===== src/rtl/mem_arbiter_if.sv =====
// Bundle of the two cache-side request ports and the single main-memory port.
// The arbiter uses the slave view; whatever drives the caches and memory uses master.
interface mem_arbiter_if;
  logic [1:0]  c0_rw_flag;
  logic [31:0] c0_addr;
  logic [31:0] c0_write_data;
  logic [3:0]  c0_write_mask;
  logic [31:0] c0_read_data;
  logic        c0_busy;
  logic        c0_done;
  logic        c0_overflow;

  logic [1:0]  c1_rw_flag;
  logic [31:0] c1_addr;
  logic [31:0] c1_write_data;
  logic [3:0]  c1_write_mask;
  logic [31:0] c1_read_data;
  logic        c1_busy;
  logic        c1_done;
  logic        c1_overflow;

  logic [1:0]  mem_rw_flag;
  logic [31:0] mem_addr;
  logic [31:0] mem_write_data;
  logic [3:0]  mem_write_mask;
  logic [31:0] mem_read_data;
  logic        mem_busy;
  logic        mem_done;

  modport slave (
    input  c0_rw_flag, c0_addr, c0_write_data, c0_write_mask,
    output c0_read_data, c0_busy, c0_done, c0_overflow,
    input  c1_rw_flag, c1_addr, c1_write_data, c1_write_mask,
    output c1_read_data, c1_busy, c1_done, c1_overflow,
    output mem_rw_flag, mem_addr, mem_write_data, mem_write_mask,
    input  mem_read_data, mem_busy, mem_done
  );

  modport master (
    output c0_rw_flag, c0_addr, c0_write_data, c0_write_mask,
    input  c0_read_data, c0_busy, c0_done, c0_overflow,
    output c1_rw_flag, c1_addr, c1_write_data, c1_write_mask,
    input  c1_read_data, c1_busy, c1_done, c1_overflow,
    input  mem_rw_flag, mem_addr, mem_write_data, mem_write_mask,
    output mem_read_data, mem_busy, mem_done
  );
endinterface


===== src/rtl/mem_arbiter.sv =====
// Round-robin arbiter serializing two cache request streams onto one memory port,
// with a small FIFO per port and one outstanding memory transaction at a time.
module mem_arbiter #(
  parameter int QUEUE_BIT = 1
) (
  input  logic         clk_i,
  input  logic         rst_ni,
  mem_arbiter_if.slave bus
);
  localparam int DEPTH = 1 << QUEUE_BIT;

  typedef struct packed {
    logic [1:0]  rw;
    logic [31:0] addr;
    logic [31:0] data;
    logic [3:0]  mask;
  } req_t;

  typedef enum logic {IDLE, ISSUED} state_e;

  req_t                 reqIn    [2];
  req_t                 portHead [2];
  req_t                 fifoMem_q [2][DEPTH];
  logic [QUEUE_BIT:0]   wrPtr_q  [2];
  logic [QUEUE_BIT:0]   rdPtr_q  [2];
  logic [1:0]           reqValid, fifoEmpty, fifoFull, portValid, push, pop, grantOh;
  logic [1:0]           overflow_q, done_q;
  logic [31:0]          readData_q [2];
  req_t                 memReq_q;
  state_e               state_q, state_d;
  logic                 owner_q, lastGrant_q, ownerRead_q;
  logic                 grant, issue, retire;

  always_comb begin
    reqIn[0] = {bus.c0_rw_flag, bus.c0_addr, bus.c0_write_data, bus.c0_write_mask};
    reqIn[1] = {bus.c1_rw_flag, bus.c1_addr, bus.c1_write_data, bus.c1_write_mask};
  end

  // An empty FIFO exposes the incoming request as its head so a fresh request
  // reaches memory on the very next cycle instead of waiting a cycle in the queue.
  always_comb begin
    for (int p = 0; p < 2; p++) begin
      reqValid[p]  = (reqIn[p].rw == 2'b01) || (reqIn[p].rw == 2'b10);
      fifoEmpty[p] = (wrPtr_q[p] == rdPtr_q[p]);
      fifoFull[p]  = (wrPtr_q[p][QUEUE_BIT] != rdPtr_q[p][QUEUE_BIT]) &&
                     (wrPtr_q[p][QUEUE_BIT-1:0] == rdPtr_q[p][QUEUE_BIT-1:0]);
      portValid[p] = !fifoEmpty[p] || reqValid[p];
      portHead[p]  = fifoEmpty[p] ? reqIn[p] : fifoMem_q[p][rdPtr_q[p][QUEUE_BIT-1:0]];
    end
  end

  always_comb begin
    state_d = state_q;
    grant   = 1'b0;
    issue   = 1'b0;
    retire  = (state_q == ISSUED) && bus.mem_done;
    if (portValid[0] && portValid[1]) begin
      grant = ~lastGrant_q;
    end else begin
      grant = !portValid[0];
    end
    issue = (|portValid) && !bus.mem_busy && ((state_q == IDLE) || bus.mem_done);
    case (state_q)
      IDLE:    if (issue) state_d = ISSUED;
      ISSUED:  if (bus.mem_done && !issue) state_d = IDLE;
      default: state_d = IDLE;
    endcase
    grantOh = issue ? (grant ? 2'b10 : 2'b01) : 2'b00;
    for (int p = 0; p < 2; p++) begin
      pop[p]  = grantOh[p] && !fifoEmpty[p];
      push[p] = reqValid[p] && !fifoFull[p] && !(grantOh[p] && fifoEmpty[p]);
    end
  end

  always_ff @(posedge clk_i or negedge rst_ni) begin
    if (!rst_ni) begin
      for (int p = 0; p < 2; p++) begin
        wrPtr_q[p] <= '0;
        rdPtr_q[p] <= '0;
      end
      overflow_q <= '0;
    end else begin
      for (int p = 0; p < 2; p++) begin
        if (push[p]) wrPtr_q[p] <= wrPtr_q[p] + 1'b1;
        if (pop[p])  rdPtr_q[p] <= rdPtr_q[p] + 1'b1;
        if (reqValid[p] && fifoFull[p]) overflow_q[p] <= 1'b1;
      end
    end
  end

  always_ff @(posedge clk_i) begin
    for (int p = 0; p < 2; p++) begin
      if (push[p]) fifoMem_q[p][wrPtr_q[p][QUEUE_BIT-1:0]] <= reqIn[p];
    end
  end

  // Completion is routed by the owner of the retiring transaction, which may
  // differ from the port granted in the same cycle.
  always_ff @(posedge clk_i or negedge rst_ni) begin
    if (!rst_ni) begin
      state_q       <= IDLE;
      owner_q       <= 1'b0;
      lastGrant_q   <= 1'b1;
      ownerRead_q   <= 1'b0;
      memReq_q      <= '0;
      done_q        <= '0;
      readData_q[0] <= '0;
      readData_q[1] <= '0;
    end else begin
      state_q <= state_d;
      done_q  <= retire ? (owner_q ? 2'b10 : 2'b01) : 2'b00;
      if (retire && ownerRead_q) readData_q[owner_q] <= bus.mem_read_data;
      if (issue) begin
        owner_q     <= grant;
        lastGrant_q <= grant;
        ownerRead_q <= (portHead[grant].rw == 2'b01);
        memReq_q    <= portHead[grant];
      end else begin
        memReq_q <= '0;
      end
    end
  end

  assign bus.mem_rw_flag    = memReq_q.rw;
  assign bus.mem_addr       = memReq_q.addr;
  assign bus.mem_write_data = memReq_q.data;
  assign bus.mem_write_mask = memReq_q.mask;
  assign bus.c0_read_data   = readData_q[0];
  assign bus.c1_read_data   = readData_q[1];
  assign bus.c0_done        = done_q[0];
  assign bus.c1_done        = done_q[1];
  assign bus.c0_busy        = fifoFull[0];
  assign bus.c1_busy        = fifoFull[1];
  assign bus.c0_overflow    = overflow_q[0];
  assign bus.c1_overflow    = overflow_q[1];
endmodule


===== src/flat_wrapper.sv =====
// flat-port wrapper written by rule: the top's interface ports become plain ports
module mem_arbiter_flat 
#(
  parameter int QUEUE_BIT = 1
)
  (clk_i, rst_ni, bus_c0_rw_flag, bus_c0_addr, bus_c0_write_data, bus_c0_write_mask, bus_c0_read_data, bus_c0_busy, bus_c0_done, bus_c0_overflow, bus_c1_rw_flag, bus_c1_addr, bus_c1_write_data, bus_c1_write_mask, bus_c1_read_data, bus_c1_busy, bus_c1_done, bus_c1_overflow, bus_mem_rw_flag, bus_mem_addr, bus_mem_write_data, bus_mem_write_mask, bus_mem_read_data, bus_mem_busy, bus_mem_done);
  mem_arbiter_if bus_i ();
  input  logic clk_i;
  input  logic rst_ni;
  input wire logic [$bits(bus_i.c0_rw_flag)-1:0] bus_c0_rw_flag;
  input wire logic [$bits(bus_i.c0_addr)-1:0] bus_c0_addr;
  input wire logic [$bits(bus_i.c0_write_data)-1:0] bus_c0_write_data;
  input wire logic [$bits(bus_i.c0_write_mask)-1:0] bus_c0_write_mask;
  output wire logic [$bits(bus_i.c0_read_data)-1:0] bus_c0_read_data;
  output wire logic [$bits(bus_i.c0_busy)-1:0] bus_c0_busy;
  output wire logic [$bits(bus_i.c0_done)-1:0] bus_c0_done;
  output wire logic [$bits(bus_i.c0_overflow)-1:0] bus_c0_overflow;
  input wire logic [$bits(bus_i.c1_rw_flag)-1:0] bus_c1_rw_flag;
  input wire logic [$bits(bus_i.c1_addr)-1:0] bus_c1_addr;
  input wire logic [$bits(bus_i.c1_write_data)-1:0] bus_c1_write_data;
  input wire logic [$bits(bus_i.c1_write_mask)-1:0] bus_c1_write_mask;
  output wire logic [$bits(bus_i.c1_read_data)-1:0] bus_c1_read_data;
  output wire logic [$bits(bus_i.c1_busy)-1:0] bus_c1_busy;
  output wire logic [$bits(bus_i.c1_done)-1:0] bus_c1_done;
  output wire logic [$bits(bus_i.c1_overflow)-1:0] bus_c1_overflow;
  output wire logic [$bits(bus_i.mem_rw_flag)-1:0] bus_mem_rw_flag;
  output wire logic [$bits(bus_i.mem_addr)-1:0] bus_mem_addr;
  output wire logic [$bits(bus_i.mem_write_data)-1:0] bus_mem_write_data;
  output wire logic [$bits(bus_i.mem_write_mask)-1:0] bus_mem_write_mask;
  input wire logic [$bits(bus_i.mem_read_data)-1:0] bus_mem_read_data;
  input wire logic [$bits(bus_i.mem_busy)-1:0] bus_mem_busy;
  input wire logic [$bits(bus_i.mem_done)-1:0] bus_mem_done;
  assign bus_i.c0_rw_flag = bus_c0_rw_flag;
  assign bus_i.c0_addr = bus_c0_addr;
  assign bus_i.c0_write_data = bus_c0_write_data;
  assign bus_i.c0_write_mask = bus_c0_write_mask;
  assign bus_c0_read_data = bus_i.c0_read_data;
  assign bus_c0_busy = bus_i.c0_busy;
  assign bus_c0_done = bus_i.c0_done;
  assign bus_c0_overflow = bus_i.c0_overflow;
  assign bus_i.c1_rw_flag = bus_c1_rw_flag;
  assign bus_i.c1_addr = bus_c1_addr;
  assign bus_i.c1_write_data = bus_c1_write_data;
  assign bus_i.c1_write_mask = bus_c1_write_mask;
  assign bus_c1_read_data = bus_i.c1_read_data;
  assign bus_c1_busy = bus_i.c1_busy;
  assign bus_c1_done = bus_i.c1_done;
  assign bus_c1_overflow = bus_i.c1_overflow;
  assign bus_mem_rw_flag = bus_i.mem_rw_flag;
  assign bus_mem_addr = bus_i.mem_addr;
  assign bus_mem_write_data = bus_i.mem_write_data;
  assign bus_mem_write_mask = bus_i.mem_write_mask;
  assign bus_i.mem_read_data = bus_mem_read_data;
  assign bus_i.mem_busy = bus_mem_busy;
  assign bus_i.mem_done = bus_mem_done;
  mem_arbiter #(.QUEUE_BIT(QUEUE_BIT)) u_core (.clk_i(clk_i), .rst_ni(rst_ni), .bus(bus_i));
endmodule

===== config.mk =====
export PLATFORM = sky130hd
export DESIGN_NAME = mem_arbiter_flat
export DESIGN_NICKNAME = d
export VERILOG_FILES = /design/src/rtl/mem_arbiter_if.sv /design/src/rtl/mem_arbiter.sv /design/src/flat_wrapper.sv
export SDC_FILE = /design/constraint.sdc
export NUM_CORES = 1
export LEC_CHECK = 0
export ABC_AREA = 1
export CAP_MARGIN = 20
export CORE_MARGIN = 3
export CORE_UTILIZATION = 35
export CTS_CLUSTER_DIAMETER = 120
export DETAILED_ROUTE_END_ITERATION = 10
export DONT_BUFFER_PORTS = 1
export GPL_ROUTABILITY_DRIVEN = 0
export HOLD_SLACK_MARGIN = 0.05
export PLACE_DENSITY_LB_ADDON = 0.2
export SLEW_MARGIN = 15
export SYNTH_ARGS = -nofsm -noshare
export SYNTH_HDL_FRONTEND = slang
export SYNTH_SLANG_ARGS = --single-unit

===== constraint.sdc =====
create_clock -name clk_i -period 3.65 [get_ports clk_i]
set_clock_uncertainty 0.1 [all_clocks]
set_input_delay 0.5475 -clock clk_i [delete_from_list [all_inputs] [get_ports clk_i]]
set_output_delay 0.5475 -clock clk_i [all_outputs]
set_load 0.03 [all_outputs]

After elaboration in Yosys (flattened, before gate mapping)
Memory sizes are Yosys's and may differ from the RTL's.
Index checks and enable logic that the tools add are counted.
Word-level totals
  register bits after elaboration: 150
  bits in writable memories: 280
  input port bits: 176
  output and inout port bits: 140
  logic and storage cells: 117
  memories kept: 1
Operators by class
  add/subtract/negate cells: 4
  order comparisons: 9
  equal/unequal tests: 11
  muxes and demuxes: 31
  bitwise gates (word level): 8
  reductions and logical operators: 36
Memories
  u_core.fifoMem_q: depth 2, width 140, read ports 2, clocked after Yosys merged registers in 0, write ports 2, RTL line mem_arbiter.sv:23  | req_t fifoMem_q [2][DEPTH];
Operator list (number)
  $mux 70: 14
  $mux 140: 2
  $demux 70 s1: 2
  $bwmux 64: 1
  $demux 32 s1: 1
  $mux 32: 1
  $logic_and 1x1->1: 21
  $ge 2x2->1 const B: 6
  $not 1->2: 6
  $logic_not 1->1: 9
  $add 2x1->2 const B: 4
  $mux 2: 4
  $eq 2x1->1 const B: 3
  $lt 2x1->1 const B: 3
  $logic_or 1x1->1: 5
  $mux 1: 5
  $eq 2x2->1: 2
  $eq 2x2->1 const B: 2
  $eq 1x1->1: 2
  $ne 1x1->1: 2
  $not 1->1: 2
  $pmux 1 s2: 1
  $reduce_or 2->1: 1

Longest topological paths before layout
  word-level depth: 12
  gate-level depth with buffers: 12
  depth with buffers taken out: 11

Worst setup path before layout
No wires, ideal clock.
  path type: input-to-reg
  start: in bus_c1_rw_flag[1]
  end: mem u_core.fifoMem_q[0][100] in the netlist's numbering, enable pin
  arrival time: 2.685 ns
  data required time: 3.126 ns
  path slack: 0.441 ns
  stages: 9
  cell sequence: inv_1 nand2_1 nand2_1 nand3_2 nor2_1 nor2_2 nand4_1 nand3_1 inv_1
RTL lines
  start: declaration: RTL line flat_wrapper.sv:18  | input wire logic [$bits(bus_i.c1_rw_flag)-1:0] bus_c1_rw_flag;
  end: declaration: RTL line mem_arbiter.sv:23

==> metrics.csv <==
metric,value,unit
track_usage,19.0,%
ios,316,
period_needed,3020,ps
antenna_found_initial,0,
max_slew_margin,28.3,%
via_per_inst,4.94,
fp.dieW,228,um
finalNonFillerCells,2479,
ctsResizeCount,0,
setup-violations-final,0,
die-area,0.0520,mm^2
drt_first_pass_iters,5,
yosys_most_used_dff,edfxtp_1,
yosys_warnings,0,
cts_max_level,2,
status,finished with violations,
areaGrowthSynthToFinish,23.4,%
wl,50.2,mm
dp.cells,2218,
cts_sinks,430,
hold_violations,150,
synth_edf_count,280,
final.period_utilization,82.6,%
grt.overflow.total,0,
fin_setup_tns,0,ps
drt_iter0_drc,868,
numPortBuffers,0,
start_util,35.8,%
critPathMaxFanout,70,
p_int,11900,uW
grt_max_degree,151,
p_sw_share,41.9,%
cts_tree,built,
ys_seq_elements,430,
utilization,44.2,%
rows,80,
p_seq_share,45.1,%
critPathLaunch,u_core.rdPtr_q[0],
synth_top_area_share,48.7,%
cp.required,3740,ps
criticalPathCategory,register to register,
insertion_delay,570,ps
grt_pass1_vias,12300,
cap_violations,0,
syn-num-nets,1812,
p_switching,8590,uW
cts_root_buf,clkbuf_16,
drive_gt1_share,6.69,%
yosysTopAreaCell,edfxtp_1,
avgRoutedWirePerCell,20.3,um
leakage,0.00862,uW
dpl.hpwl,27.9,mm
path_clk_slew,60,ps
most-common-layout-cells,"nor2_1 (349), o21ai_0 (341), nand2_1 (331)",
drc,0,
grt_pass1_wl,77.1,mm
hold_buffers,170,
combPwrFrac,30.5,%
rr_startpoint,u_core.rdPtr_q[0],
finalNetCount,1961,
tightest_slew,1080,ps
grt_setup_unrepaired,no,
vdd_ir_drop_max,0.755,mV
hold_class,primary input to asynchronous set/reset pin,
post-cts-setup-buffers,0,
num_vias,12300,
ys_seq_area_share,70.4,%
synth_area_leaders,"edfxtp_1 (49%), dfrtp_1 (22%), o21ai_0 (9.9%)",
fp.coreArea,0.0482,mm^2
syn_area,0.0173,mm^2
avgSynthCellArea,10.6,um^2
clockPowerShare,24.4,%
cp-end-kind,register,
diodes,0,
synth_cell_types,27,
violations,negative hold slack,
mostFrequentLayoutCell,nor2_1,
numCtsBuffers,49,
clockBufferDepth,3,
ant_nets,0,
holdWs,-428,ps
cp_data_arrival_time,3110,ps
rrSetupSlack,630,ps
timing.rr.end,u_core.fifoMem_q[0][184],
fp.dieH,228,um
fmax,332,MHz
setup.worst_path.start_class,register,
power_density,962,mW/mm^2
reg2reg_depth,8,
synthArstFlopShare,34.9,%
critPathCapture,u_core.fifoMem_q[0][184],
synth_cells,1636,
report.final.slew_viol_count,0,
## power by group through the flow
| stage | sequential [uW] | combinational (uW) | clock, uW |
|---|---|---|---|
| finish | 9240 | 6260 | 5000 |
| global route | 9400 | 7200 | 5330 |
| CTS | 9270 | 6370 | 5150 |
| detailed placement | 9350 | 6150 | 0 |
| global placement | 9320 | 6110 | 0 |
| floorplan | 9090 | 4350 | 0 |
## routing by layer
layer / part of all wire [%] / vias up / track usage, %
met5: 0 / - / 0
met4: 1.9 / 0 / 4.83
met3: 7.3 / 67 / 5.13
met2: 47 / 392 / 31.1
met1: 43 / 6021 / 25.3
li1: - / 5778 / -
## cell families after synthesis
group                     share of synthesized area (%)
xor gates and xnor gates                          0.101
buffers and inverters                              3.61
and+or+nand+nor                                    15.6
AOI/OAI and AO/OA                                  10.3
DFF                                                70.4
## worst max-delay path, stage by stage, from the launching register on
cell      delay [ps]
dfrtp_4          640
clkinv_2         110
nand2_1           90
nand2_1          110
nand2_4          350
inv_1             80
nand4_1          160
nand2_1          130
inv_4            750
## cells in the mapped netlist, types with 5 or more instances
master,number
buf_1,7
nor2_1,349
dfrtp_1,149
buf_2,6
nand2_1,333
o21ai_0,341
edfxtp_1,280
clkbuf_1,68
nand3_1,9
buf_4,12
inv_1,53
nand2_2,5
## metrics by stage
stage	area [um^2]	setup WS (ps)	power (uW)	hold WS (ps)
after detailed placement	17900	557	15500	160
after global placement	17900	561	15400	158
after floorplan	17300	441	13400	152
final	21300	634	20500	-428
after global routing	21300	322	21900	-467
after CTS	21300	525	20800	-478
## worst min path at each step
stage | start | end | slack (ps) | cells after the start
after floorplan | rst_ni | u_core.bus.c0_read_data[0] | 150 | 0
after global placement | rst_ni | u_core.bus.mem_write_data[4] | 160 | 0
after detailed placement | rst_ni | u_core.bus.mem_write_data[5] | 160 | 0
after CTS | rst_ni | u_core.bus.mem_write_data[4] | -480 | 0
after global routing | rst_ni | u_core.bus.mem_write_data[5] | -470 | 0
final | rst_ni | u_core.bus.mem_write_data[4] | -430 | 0
## state kept, by name, indices dropped and copies added (netlist names)
register,count
u_core.fifoMem_q,280
u_core.bus.mem_write_mask,4
u_core.lastGrant_q,1
u_core.done_q,2
u_core.rdPtr_q,4
u_core.bus.c1_read_data,32
u_core.bus.c0_read_data,32
u_core.overflow_q,2
u_core.wrPtr_q,4
u_core.owner_q,1
u_core.ownerRead_q,1
u_core.bus.mem_rw_flag,2
u_core.bus.mem_write_data,32
u_core.bus.mem_addr,32
u_core.state_q,1
## area by class of cell
class,instances,area (um^2)
Clock inverter,19,164
Sequential cell,430,12200
Fill cell,4567,26900
Tap cell,656,821
Inverter,56,223
Clock buffer,70,1500
Multi-Input combinational cell,1056,4500
Timing Repair Buffer,192,1930
Power figures use the tool's default switching activity.
